==> src/rtl/conv_scheduler_if.sv <==
// Handshake and converter-side bus between two requesters and the conv_scheduler.
// master: requester/bench side; slave: the scheduler.
interface conv_scheduler_if;
  logic        req0_valid;
  logic [31:0] req0_data;
  logic [1:0]  req0_mode;
  logic        req0_ready;
  logic        req1_valid;
  logic [31:0] req1_data;
  logic [1:0]  req1_mode;
  logic        req1_ready;
  logic [31:0] word_out;
  logic [1:0]  pclk;
  logic        enb;
  logic [1:0]  grant;
  logic        busy;

  modport master (
    output req0_valid, req0_data, req0_mode, req1_valid, req1_data, req1_mode,
    input  req0_ready, req1_ready, word_out, pclk, enb, grant, busy
  );

  modport slave (
    input  req0_valid, req0_data, req0_mode, req1_valid, req1_data, req1_mode,
    output req0_ready, req1_ready, word_out, pclk, enb, grant, busy
  );
endinterface

==> src/rtl/conv_scheduler.sv <==
// Two-requester scheduler feeding a 32-to-8 converter; READY is combinational, outputs registered.
// Macro CONV_SCHED_RR_EN: round-robin with MAX_BURST cap; undefined: fixed priority to requester 0.
module conv_scheduler #(
  parameter int MAX_BURST = 4
) (
  input  logic            clk,
  input  logic            reset_l,
  conv_scheduler_if.slave bus
);

  localparam logic [3:0] BURST_CAP = 4'(MAX_BURST);

  typedef enum logic {IDLE, SEND} state_t;

  state_t      state;
  logic [1:0]  byte_cnt;
  logic [3:0]  burst_cnt;
  logic        last_owner;
  logic [31:0] word_q;
  logic [1:0]  pclk_q;
  logic        enb_q;
  logic [1:0]  grant_q;
  logic        busy_q;
  logic        can_accept;
  logic        win0;
  logic        win1;
  logic        xfer;
  logic [31:0] xfer_data;
  logic [1:0]  xfer_mode;
`ifdef CONV_SCHED_RR_EN
  logic        rr_ptr;
`endif

  function automatic logic [1:0] last_idx(input logic [1:0] mode);
    case (mode)
      2'b01:   last_idx = 2'd1;
      2'b10:   last_idx = 2'd0;
      default: last_idx = 2'd3;
    endcase
  endfunction

  // Gated by reset so no READY strobe can leak out while the block is held in reset.
  assign can_accept = reset_l && ((state == IDLE) || (byte_cnt == 2'd0));

  always_comb begin
    win0 = 1'b0;
    win1 = 1'b0;
`ifdef CONV_SCHED_RR_EN
    if (bus.req0_valid && bus.req1_valid) begin
      if (burst_cnt >= BURST_CAP) begin
        win0 = last_owner;
        win1 = !last_owner;
      end else begin
        win0 = !rr_ptr;
        win1 = rr_ptr;
      end
    end else begin
      win0 = bus.req0_valid;
      win1 = bus.req1_valid;
    end
`else
    win0 = bus.req0_valid;
    win1 = bus.req1_valid && !bus.req0_valid;
`endif
  end

  assign xfer           = can_accept && (win0 || win1);
  assign xfer_data      = win1 ? bus.req1_data : bus.req0_data;
  assign xfer_mode      = win1 ? bus.req1_mode : bus.req0_mode;
  assign bus.req0_ready = can_accept && win0;
  assign bus.req1_ready = can_accept && win1;
  assign bus.word_out   = word_q;
  assign bus.pclk       = pclk_q;
  assign bus.enb        = enb_q;
  assign bus.grant      = grant_q;
  assign bus.busy       = busy_q;

  always_ff @(posedge clk or negedge reset_l) begin
    if (!reset_l) begin
      state      <= IDLE;
      byte_cnt   <= 2'd0;
      burst_cnt  <= 4'd0;
      last_owner <= 1'b0;
      word_q     <= 32'd0;
      pclk_q     <= 2'b00;
      enb_q      <= 1'b0;
      grant_q    <= 2'b00;
      busy_q     <= 1'b0;
`ifdef CONV_SCHED_RR_EN
      rr_ptr     <= 1'b0;
`endif
    end else if (xfer) begin
      state      <= SEND;
      byte_cnt   <= last_idx(xfer_mode);
      word_q     <= xfer_data;
      pclk_q     <= xfer_mode;
      enb_q      <= 1'b1;
      grant_q    <= win1 ? 2'b10 : 2'b01;
      busy_q     <= 1'b1;
      last_owner <= win1;
      if (win1 != last_owner)
        burst_cnt <= 4'd1;
      else if (burst_cnt < BURST_CAP)
        burst_cnt <= burst_cnt + 4'd1;
`ifdef CONV_SCHED_RR_EN
      rr_ptr     <= !win1;
`endif
    end else if (state == SEND) begin
      if (byte_cnt != 2'd0) begin
        byte_cnt <= byte_cnt - 2'd1;
      end else begin
        // Word drained with nobody ready to follow: WORD_OUT/PCLK keep their values.
        state   <= IDLE;
        enb_q   <= 1'b0;
        grant_q <= 2'b00;
        busy_q  <= 1'b0;
      end
    end
  end

endmodule

==> src/flat_wrapper.sv <==
// flat-port wrapper written by rule: the top's interface ports become plain ports
module conv_scheduler_flat 
#(
  parameter int MAX_BURST = 4
)
  (clk, reset_l, bus_req0_valid, bus_req0_data, bus_req0_mode, bus_req1_valid, bus_req1_data, bus_req1_mode, bus_req0_ready, bus_req1_ready, bus_word_out, bus_pclk, bus_enb, bus_grant, bus_busy);
  conv_scheduler_if bus_i ();
  input  logic clk;
  input  logic reset_l;
  input wire logic [$bits(bus_i.req0_valid)-1:0] bus_req0_valid;
  input wire logic [$bits(bus_i.req0_data)-1:0] bus_req0_data;
  input wire logic [$bits(bus_i.req0_mode)-1:0] bus_req0_mode;
  input wire logic [$bits(bus_i.req1_valid)-1:0] bus_req1_valid;
  input wire logic [$bits(bus_i.req1_data)-1:0] bus_req1_data;
  input wire logic [$bits(bus_i.req1_mode)-1:0] bus_req1_mode;
  output wire logic [$bits(bus_i.req0_ready)-1:0] bus_req0_ready;
  output wire logic [$bits(bus_i.req1_ready)-1:0] bus_req1_ready;
  output wire logic [$bits(bus_i.word_out)-1:0] bus_word_out;
  output wire logic [$bits(bus_i.pclk)-1:0] bus_pclk;
  output wire logic [$bits(bus_i.enb)-1:0] bus_enb;
  output wire logic [$bits(bus_i.grant)-1:0] bus_grant;
  output wire logic [$bits(bus_i.busy)-1:0] bus_busy;
  assign bus_i.req0_valid = bus_req0_valid;
  assign bus_i.req0_data = bus_req0_data;
  assign bus_i.req0_mode = bus_req0_mode;
  assign bus_i.req1_valid = bus_req1_valid;
  assign bus_i.req1_data = bus_req1_data;
  assign bus_i.req1_mode = bus_req1_mode;
  assign bus_req0_ready = bus_i.req0_ready;
  assign bus_req1_ready = bus_i.req1_ready;
  assign bus_word_out = bus_i.word_out;
  assign bus_pclk = bus_i.pclk;
  assign bus_enb = bus_i.enb;
  assign bus_grant = bus_i.grant;
  assign bus_busy = bus_i.busy;
  conv_scheduler #(.MAX_BURST(MAX_BURST)) u_core (.clk(clk), .reset_l(reset_l), .bus(bus_i));
endmodule
==> config.mk <==
export PLATFORM = sky130hd
export DESIGN_NAME = conv_scheduler_flat
export DESIGN_NICKNAME = d
export VERILOG_FILES = /design/src/rtl/conv_scheduler_if.sv /design/src/rtl/conv_scheduler.sv /design/src/flat_wrapper.sv
export SDC_FILE = /design/constraint.sdc
export NUM_CORES = 1
export LEC_CHECK = 0
export ABC_AREA = 1
export CAP_MARGIN = 30
export CELL_PAD_IN_SITES_DETAIL_PLACEMENT = 1
export CELL_PAD_IN_SITES_GLOBAL_PLACEMENT = 1
export CORE_MARGIN = 2
export CORE_UTILIZATION = 28
export DETAILED_ROUTE_END_ITERATION = 6
export PLACE_DENSITY_LB_ADDON = 0.12
export SETUP_SLACK_MARGIN = 0.4
export SLEW_MARGIN = 40
export SYNTH_ARGS = -nofsm -noshare
export SYNTH_HDL_FRONTEND = slang
export SYNTH_SLANG_ARGS = --single-unit
==> constraint.sdc <==
create_clock -name clk -period 3 [get_ports clk]
set_input_delay 0.6 -clock clk [delete_from_list [all_inputs] [get_ports clk]]
set_output_delay 0.6 -clock clk [all_outputs]
set_load 0.05 [all_outputs]
Word-level counts from Yosys, hierarchy flattened --
Index checks and enable logic that the tools add are counted. W data, S select, Z words.
Operators by class: $add $sub $neg 1, equality and inequality tests 3, muxes and demuxes 16, bitwise logic cells 1, reduce and logical (&&, ||, !) cells 14
Operators with widths (count):
- $mux W32 | 1
- $mux W2 | 8
- $mux W1 | 6
- $reduce_bool A2 Y1 | 3
- $logic_and A1 B1 Y1 | 5
- $pmux W2 S2 | 1
- $reduce_and A2 Y1 | 2
- $eq A2 B1 Y1 const B | 1
- $eq A2 B2 Y1 const B | 1
- $logic_not A2 Y1 | 1
- $logic_or A1 B1 Y1 | 2
- $ne A2 B1 Y1 const B | 1
- $sub A2 B1 Y2 const B | 1
- $logic_not A1 Y1 | 1
- $not A1 Y1 | 1
Storage, ports and cells: flip-flop bits (word level) 40, input port bits 72, output and inout bits 40, logic and storage cells 41

Logic depth before layout (Yosys ltp) --
Gate-level depths: netlist (run 1).
word-level depth 6, gate-level depth with buffers 9, gate-level depth less buffers 8

Worst setup path after synthesis (run 1) --
No wires, ideal clock.
kind input port to output port, start in bus_req0_valid, end out bus_req0_ready, arrival 1.715 ns, data required time 2.400 ns, path slack 0.685 ns, cell stages on the path 5, buffers on the path 1, cell sequence inv_1 nand2_1 nand3_4 buf_2 nor2_1
Between the ends: longest elaborated chain between the ends 1
RTL lines:
- start, declared | line flat_wrapper.sv:10 | input wire logic [$bits(bus_i.req0_valid)-1:0] bus_req0_valid;
- $logic_and A1 B1 Y1 | line conv_scheduler.sv:70 | assign bus.req0_ready = can_accept && win0;
- end, declared | line flat_wrapper.sv:16 | output wire logic [$bits(bus_i.req0_ready)-1:0] bus_req0_ready;
Every way passes these cells.

Worst setup path in the final report (run 1) --
start in bus_req1_valid, end out bus_req1_ready
Between the ends: longest elaborated chain between the ends 2
RTL lines:
- start, declared | line flat_wrapper.sv:13 | input wire logic [$bits(bus_i.req1_valid)-1:0] bus_req1_valid;
- $logic_and A1 B1 Y1 | line conv_scheduler.sv:63 | win1 = bus.req1_valid && !bus.req0_valid;
- $logic_and A1 B1 Y1 | line conv_scheduler.sv:71 | assign bus.req1_ready = can_accept && win1;
- end, declared | line flat_wrapper.sv:17 | output wire logic [$bits(bus_i.req1_ready)-1:0] bus_req1_ready;
Every way passes these cells.

==> results_dict.tcl, run 1 <==
set metrics [dict create \
    grt.total_usage 0.169 \
    seq_area_frac_synth 0.486 \
    syn_inst 293 \
    hold_slack_ns 0.443 \
    p_total_mw 3.28 \
    synth_edf_count 0 \
    synth_area_per_cell_sq_um 7.02 \
    final-hold-violation-count 0 \
    synth_seq_cells 40 \
    htree_levels 2 \
    p_leak_nw 1.70 \
    fin_skew_ns 0.00660 \
    synth_top_cell_area_share 0.486 \
    syn_area_sq_um 2060 \
    holdCritPathClass "input pin to async pin" \
    worstSetupPathType "input pin to output port" \
    cts-buffers-inserted 5 \
    maxCapViolCount 0 \
    pwr_density_cell_nw_per_um2 989 \
    dp_cells 492 \
    yosysMostFrequentCell "nand2_1" \
    critPathRequiredTime_ns 2.40 \
    end_kind "output port" \
    cpPeakStageDelay_ns 0.47 \
    tightest_slew_ns 0.542 \
    dr.pass1.iters 4 \
    grt_start_max_net_pins 43 \
    die_w_microns 89.7 \
    port_buffers 111 \
    dieArea_sq_um 8050 \
    crit_chain "clkdlybuf4s50_1 -> inv_1 -> nand2_1 -> nand3_4 -> nor2_1 -> buf_12" \
    setup_viol 0 \
    cts_hold_buf 0 \
    grt_pass1_wl_microns 11100 \
    cts_tree "done" \
    grt_pass1_vias 2350 \
    dpl_cell_area_sq_um 3230 \
    min_period_ns 2.35 \
    clk_pin_slew_ns 0.08 \
    hpwl_microns 4670 \
    cts_num_sinks 40 \
    first_iter_violations 93 \
    clock_path_buffers 2 \
    crit_fanout 7 \
    nNetsFinal 474 \
    grt-ovfl-total 0 \
    fmax_mhz 426 \
    ctsResizeCount 0 \
    yosys_warnings 0 \
    rsz0062_at_grt "false" \
    timing.final.max_slew_violations 0 \
    maxSlewHeadroom 0.637 \
    finalSetupTns_ns 0 \
    final_area_sq_um 3320 \
    clock-root-buffer "clkbuf_8" \
    yosysTopAreaCell "dfrtp_1" \
    cp.arrival_ns 1.75 \
    status "finished clean" \
    synthArstFlopShare 1.00 \
    vias 2153 \
    final_layout_size_suffix_gt1_frac 0.0499 \
    core_region_area_sq_um 7180 \
    ir_drop_uv 395 \
    start_kind "input pin" \
    via_per_inst 4.31 \
    insertion_delay_ns 0.29 \
    die_y_microns 89.7 \
    drcViolationCount 0 \
    ys_types 19 \
    pin_count 112 \
    initial_core_util 0.287 \
    synthToLayoutAreaGrowth_pct 61.4 \
    cts_setup_buffers 0 \
    drtAntennaViolNets 0 \
    ys_top_cells_by_area "dfrtp_1 (49%), nand2_1 (38%), buf_4 (2.2%)" \
    totalWireLength_microns 6350 \
    grt_antenna_before_repair 0 \
    period_share 0.783 \
    gp_congestion 0.739 \
    n_antenna_cell 0 \
    crit_path_top_delay_cell "clkdlybuf4s50_1" \
    post_drt_wl_per_cell_microns 12.7 \
    fin_cells 500 \
    synth_fp_nets 367 \
    yosys_most_used_dff "dfrtp_1" \
    synth_commonest_cells "nand2_1 (207), dfrtp_1 (40), inv_1 (8)" \
    fp-row-count 31 \
]
-- cells by family after synthesis --
family                     count (synthesis)  synth area share
AOI/OAI and AO/OA                          6            0.0146
and+or+nand+nor                          220             0.415
buffers and inverters                     25            0.0723
DFF                                       40             0.486
adders and majority gates                  2            0.0122
-- path summary, 6_finish.rpt --
check                                             start                 endpoint  slack [ns]  depth (start not counted)
worst max-delay path                     bus_req1_valid           bus_req1_ready        0.65                          6
worst min-delay path                            reset_l      u_core.bus.grant[1]        0.44                          2
worst max register to register       u_core.byte_cnt[0]       u_core.byte_cnt[0]        1.32                          8
worst min register to register  u_core.bus.word_out[15]  u_core.bus.word_out[15]        0.48                          2
max in group asynchronous                       reset_l  u_core.bus.word_out[31]        2.19                          2
min in group clk                u_core.bus.word_out[15]  u_core.bus.word_out[15]        0.48                          2
-- through the flow --
| stage | utilization | worst slack [ns] |
|---|---|---|
| after global routing | 0.463 | 0.544 |
| final | 0.463 | 0.650 |
| after floorplan | - | 0.685 |
| after global placement | 0.450 | 0.613 |
| after CTS | 0.463 | 0.624 |
| after detailed placement | 0.450 | 0.535 |
-- layout by cell type, fill, tap and decap left out --
cell type,Yosys,routed
nand3_1,3,3
clkinv_2,0,2
nand2_1,207,207
ha_1,2,2
dfrtp_1,40,40
inv_1,8,8
nand4_1,1,1
nand2_2,1,1
buf_4,6,4
nor2_1,5,5
clkdlybuf4s50_1,0,108
o21ai_1,2,2
inv_2,1,1
or2_2,1,1
or2_1,1,1
a21oi_1,1,1
o21ai_0,3,3
nand3_4,1,1
clkbuf_8,0,6
buf_2,6,1
buf_12,0,2
inv_4,1,1
-- worst max-delay path, delay by kind of cell --
kind,cells,cell delay (ns)
buf+inv,3,0.68
simple gates,3,0.47
-- registers in the layout, summed over array words and instances, names as in the netlist --
register,cells
u_core.bus.enb,1
u_core.bus.grant,2
u_core.bus.pclk,2
u_core.bus.word_out,32
u_core.byte_cnt,2
u_core.state,1
-- power breakdown --
part,switching [mW],internal [mW]
sequential,0.141,0.788
clock,0.191,0.184
combinational,1.32,0.660
total,1.65,1.63
-- cell type report --
| type | instances | area, sq um |
|---|---|---|
| fillers | 908 | 3850 |
| flip-flops and latches | 40 | 1000 |
| clock buffers | 6 | 82.6 |
| inverters | 10 | 40.0 |
| repair buffers | 115 | 1160 |
| clock inverters | 2 | 10.0 |
| well taps | 99 | 124 |
| multi-input cells | 228 | 908 |
-- per-layer routing --
layer / track usage / share of wire / wire length [microns]
met3: 0.0469 / 0.061 / 388
met4: 0.0308 / 0.0042 / 27
met1: 0.208 / 0.43 / 2750
met2: 0.298 / 0.50 / 3190
met5: 0 / 0 / 0
(Power assumes the default switching activity.)
==> run 2, diff against run 1 <==
--- a/config.mk
+++ b/config.mk
@@ -10,7 +10,7 @@
 export CELL_PAD_IN_SITES_DETAIL_PLACEMENT = 1
 export CELL_PAD_IN_SITES_GLOBAL_PLACEMENT = 1
 export CORE_MARGIN = 2
-export CORE_UTILIZATION = 28
+export CORE_UTILIZATION = 23
 export DETAILED_ROUTE_END_ITERATION = 6
 export PLACE_DENSITY_LB_ADDON = 0.12
 export SETUP_SLACK_MARGIN = 0.4
==> constraint.sdc (replaced) <==
create_clock -name clk -period 2.15 [get_ports clk]
set_input_delay 0.43 -clock clk [delete_from_list [all_inputs] [get_ports clk]]
set_output_delay 0.43 -clock clk [all_outputs]
set_load 0.05 [all_outputs]
==> run 2 against run 1 <==
  * Clock-buffer cell count rose by 1
  * Sequential power rose by 38%
  * Routed wire length rose by 4.0%
  * Critical path type is now flop to output port
  * Largest power group unchanged
==> results_dict.tcl, run 2 (synthesis gave the netlist of run 1 again) <==
set metrics [dict create \
    status "finished clean" \
    n_antenna_cell 0 \
    ir_drop_uv 335 \
    crit_cells 7 \
    path_common_cell "inv_2" \
    r2r-start "u_core.byte_cnt[1]" \
    cpPeakStageDelay_ns 0.41 \
    final_area_sq_um 3450 \
    grt_pass1_vias 2310 \
    gp_congestion 0.711 \
    initial_core_util 0.236 \
    critPathBufInv 3 \
    grt.total_usage 0.142 \
    clk_pin_slew_ns 0.08 \
    crit_fanout 5 \
    hold_slack_ns 0.258 \
    drtAntennaViolNets 0 \
    rsz0062_at_grt "true" \
    timing.final.max_slew_violations 0 \
    cts_tree "done" \
    largest_reg_flops 32 \
    finalSetupTns_ns 0 \
    first_iter_violations 47 \
    dr.pass1.iters 4 \
    totalWireLength_microns 6610 \
    via_per_inst 4.19 \
    final_layout_size_suffix_gt1_frac 0.0969 \
    dpl_cell_area_sq_um 3290 \
    clock-root-buffer "clkbuf_8" \
    nFillCells 1085 \
    cts_num_sinks 40 \
    p_total_mw 4.64 \
    setup_slack_ns 0.318 \
    htree_levels 2 \
    dieArea_sq_um 9720 \
    die_y_microns 98.6 \
    fp-row-count 34 \
    tightest_slew_ns 0.553 \
    place_ws_ns 0.148 \
    crit_path_top_delay_cell "dfrtp_1" \
    postLayoutCoreUtil 0.396 \
    dp_cells 507 \
    setup_viol 0 \
    crit_chain "inv_2 -> ha_4 -> inv_2 -> nand2_4 -> nand3_4 -> nor2_4 -> buf_12" \
    p_leak_nw 1.87 \
    reg2reg_slack_ns 0.53 \
    maxSlewHeadroom 0.633 \
    min_period_ns 1.83 \
    grt-ovfl-total 0 \
    worstSetupPathType "flop to output port" \
    end_kind "output port" \
    nNetsFinal 486 \
    start_kind "flop" \
    crit_family "flip-flops" \
    vias 2181 \
    cp.arrival_ns 1.40 \
    pwr_density_cell_nw_per_um2 1340 \
    period_share 0.852 \
    r2r_end "u_core.bus.word_out[17]" \
    clock_path_buffers 2 \
    drcViolationCount 0 \
    fin_cells 521 \
    cts-buffers-inserted 5 \
    fin_skew_ns 0.0113 \
    hpwl_microns 4840 \
    grt_pass1_wl_microns 11100 \
    post_drt_wl_per_cell_microns 12.7 \
    holdCritPathClass "input pin to async pin" \
    fmax_mhz 546 \
    rr_worst_depth 9 \
    maxCapViolCount 0 \
    grt_start_max_net_pins 39 \
    critPathRequiredTime_ns 1.72 \
    final_common_cell "nand2_1" \
    die_w_microns 98.6 \
    port_buffers 111 \
    grt_antenna_before_repair 0 \
    core_region_area_sq_um 8720 \
    synthToLayoutAreaGrowth_pct 67.7 \
    final-hold-violation-count 0 \
    pin_count 112 \
    mostFrequentLayoutCells "nand2_1 (205), clkdlybuf4s50_1 (68), dlygate4sd2_1 (40), dfrtp_1 (40), buf_4 (15)" \
    insertion_delay_ns 0.29 \
]
==> run 2: changes by cell type in the layout (fill, tap and decap cells not counted), sizes merged <==
| cell | previous run | this run |
|---|---|---|
| clkbuf | 6 | 7 |
| clkdlybuf4s50 | 108 | 68 |
| dlygate4sd3 | 0 | 1 |
| bufinv | 0 | 1 |
| dlygate4sd2 | 0 | 40 |
| clkinv | 2 | 0 |
| buf | 7 | 18 |
==> run 2: worst reg2reg max path: cells and delay by family, from the launching register on <==
| kind | cells | cell delay, ns |
|---|---|---|
| buf+inv | 4 | 0.66 |
| flops | 1 | 0.41 |
| simple gates | 4 | 0.35 |
| fa+ha+maj | 1 | 0.13 |
==> run 2: layout make-up <==
cell class	instances	area (sq um)	area share
inverters	10	40.0	0.0116
flip-flops and latches	40	1000	0.290
repair buffers	127	1200	0.347
well taps	108	135	0.0391
multi-input cells	228	951	0.275
clock buffers	7	96.3	0.0279
clock inverters	1	30.0	0.00870
==> run 2: per-layer routing <==
layer,part of all wire,track usage,vias up
met2,0.48,0.244,73
li1,-,-,1111
met5,0,0,-
met3,0.083,0.0504,2
met4,0.0045,0.0285,0
met1,0.44,0.173,995
==> run 2: worst max-delay path by stage <==
stage,endpoint,startpoint,slack [ns]
after CTS,bus_req0_ready,u_core.byte_cnt[0],0.27
final,bus_req0_ready,u_core.byte_cnt[1],0.32
after floorplan,bus_req0_ready,u_core.byte_cnt[0],0.25
after global placement,bus_req1_ready,bus_req1_valid,0.18
after detailed placement,bus_req0_ready,bus_req0_valid,0.15
after global routing,bus_req0_ready,u_core.byte_cnt[1],0.25
==> run 2: timing repair <==
action,CTS,global route
endpoints found under the setup margin,42,19
resized for setup,51,1
hold endpoints to repair,4,0
pin swaps,5,2
buffers inserted,3,2
hold buffers,1,0
==> run 2: where the power goes <==
group | internal [mW] | switching (mW) | total, mW
Sequential | 1.10 | 0.179 | 1.28
Clock | 0.410 | 0.263 | 0.673
Combinational | 0.791 | 1.90 | 2.69
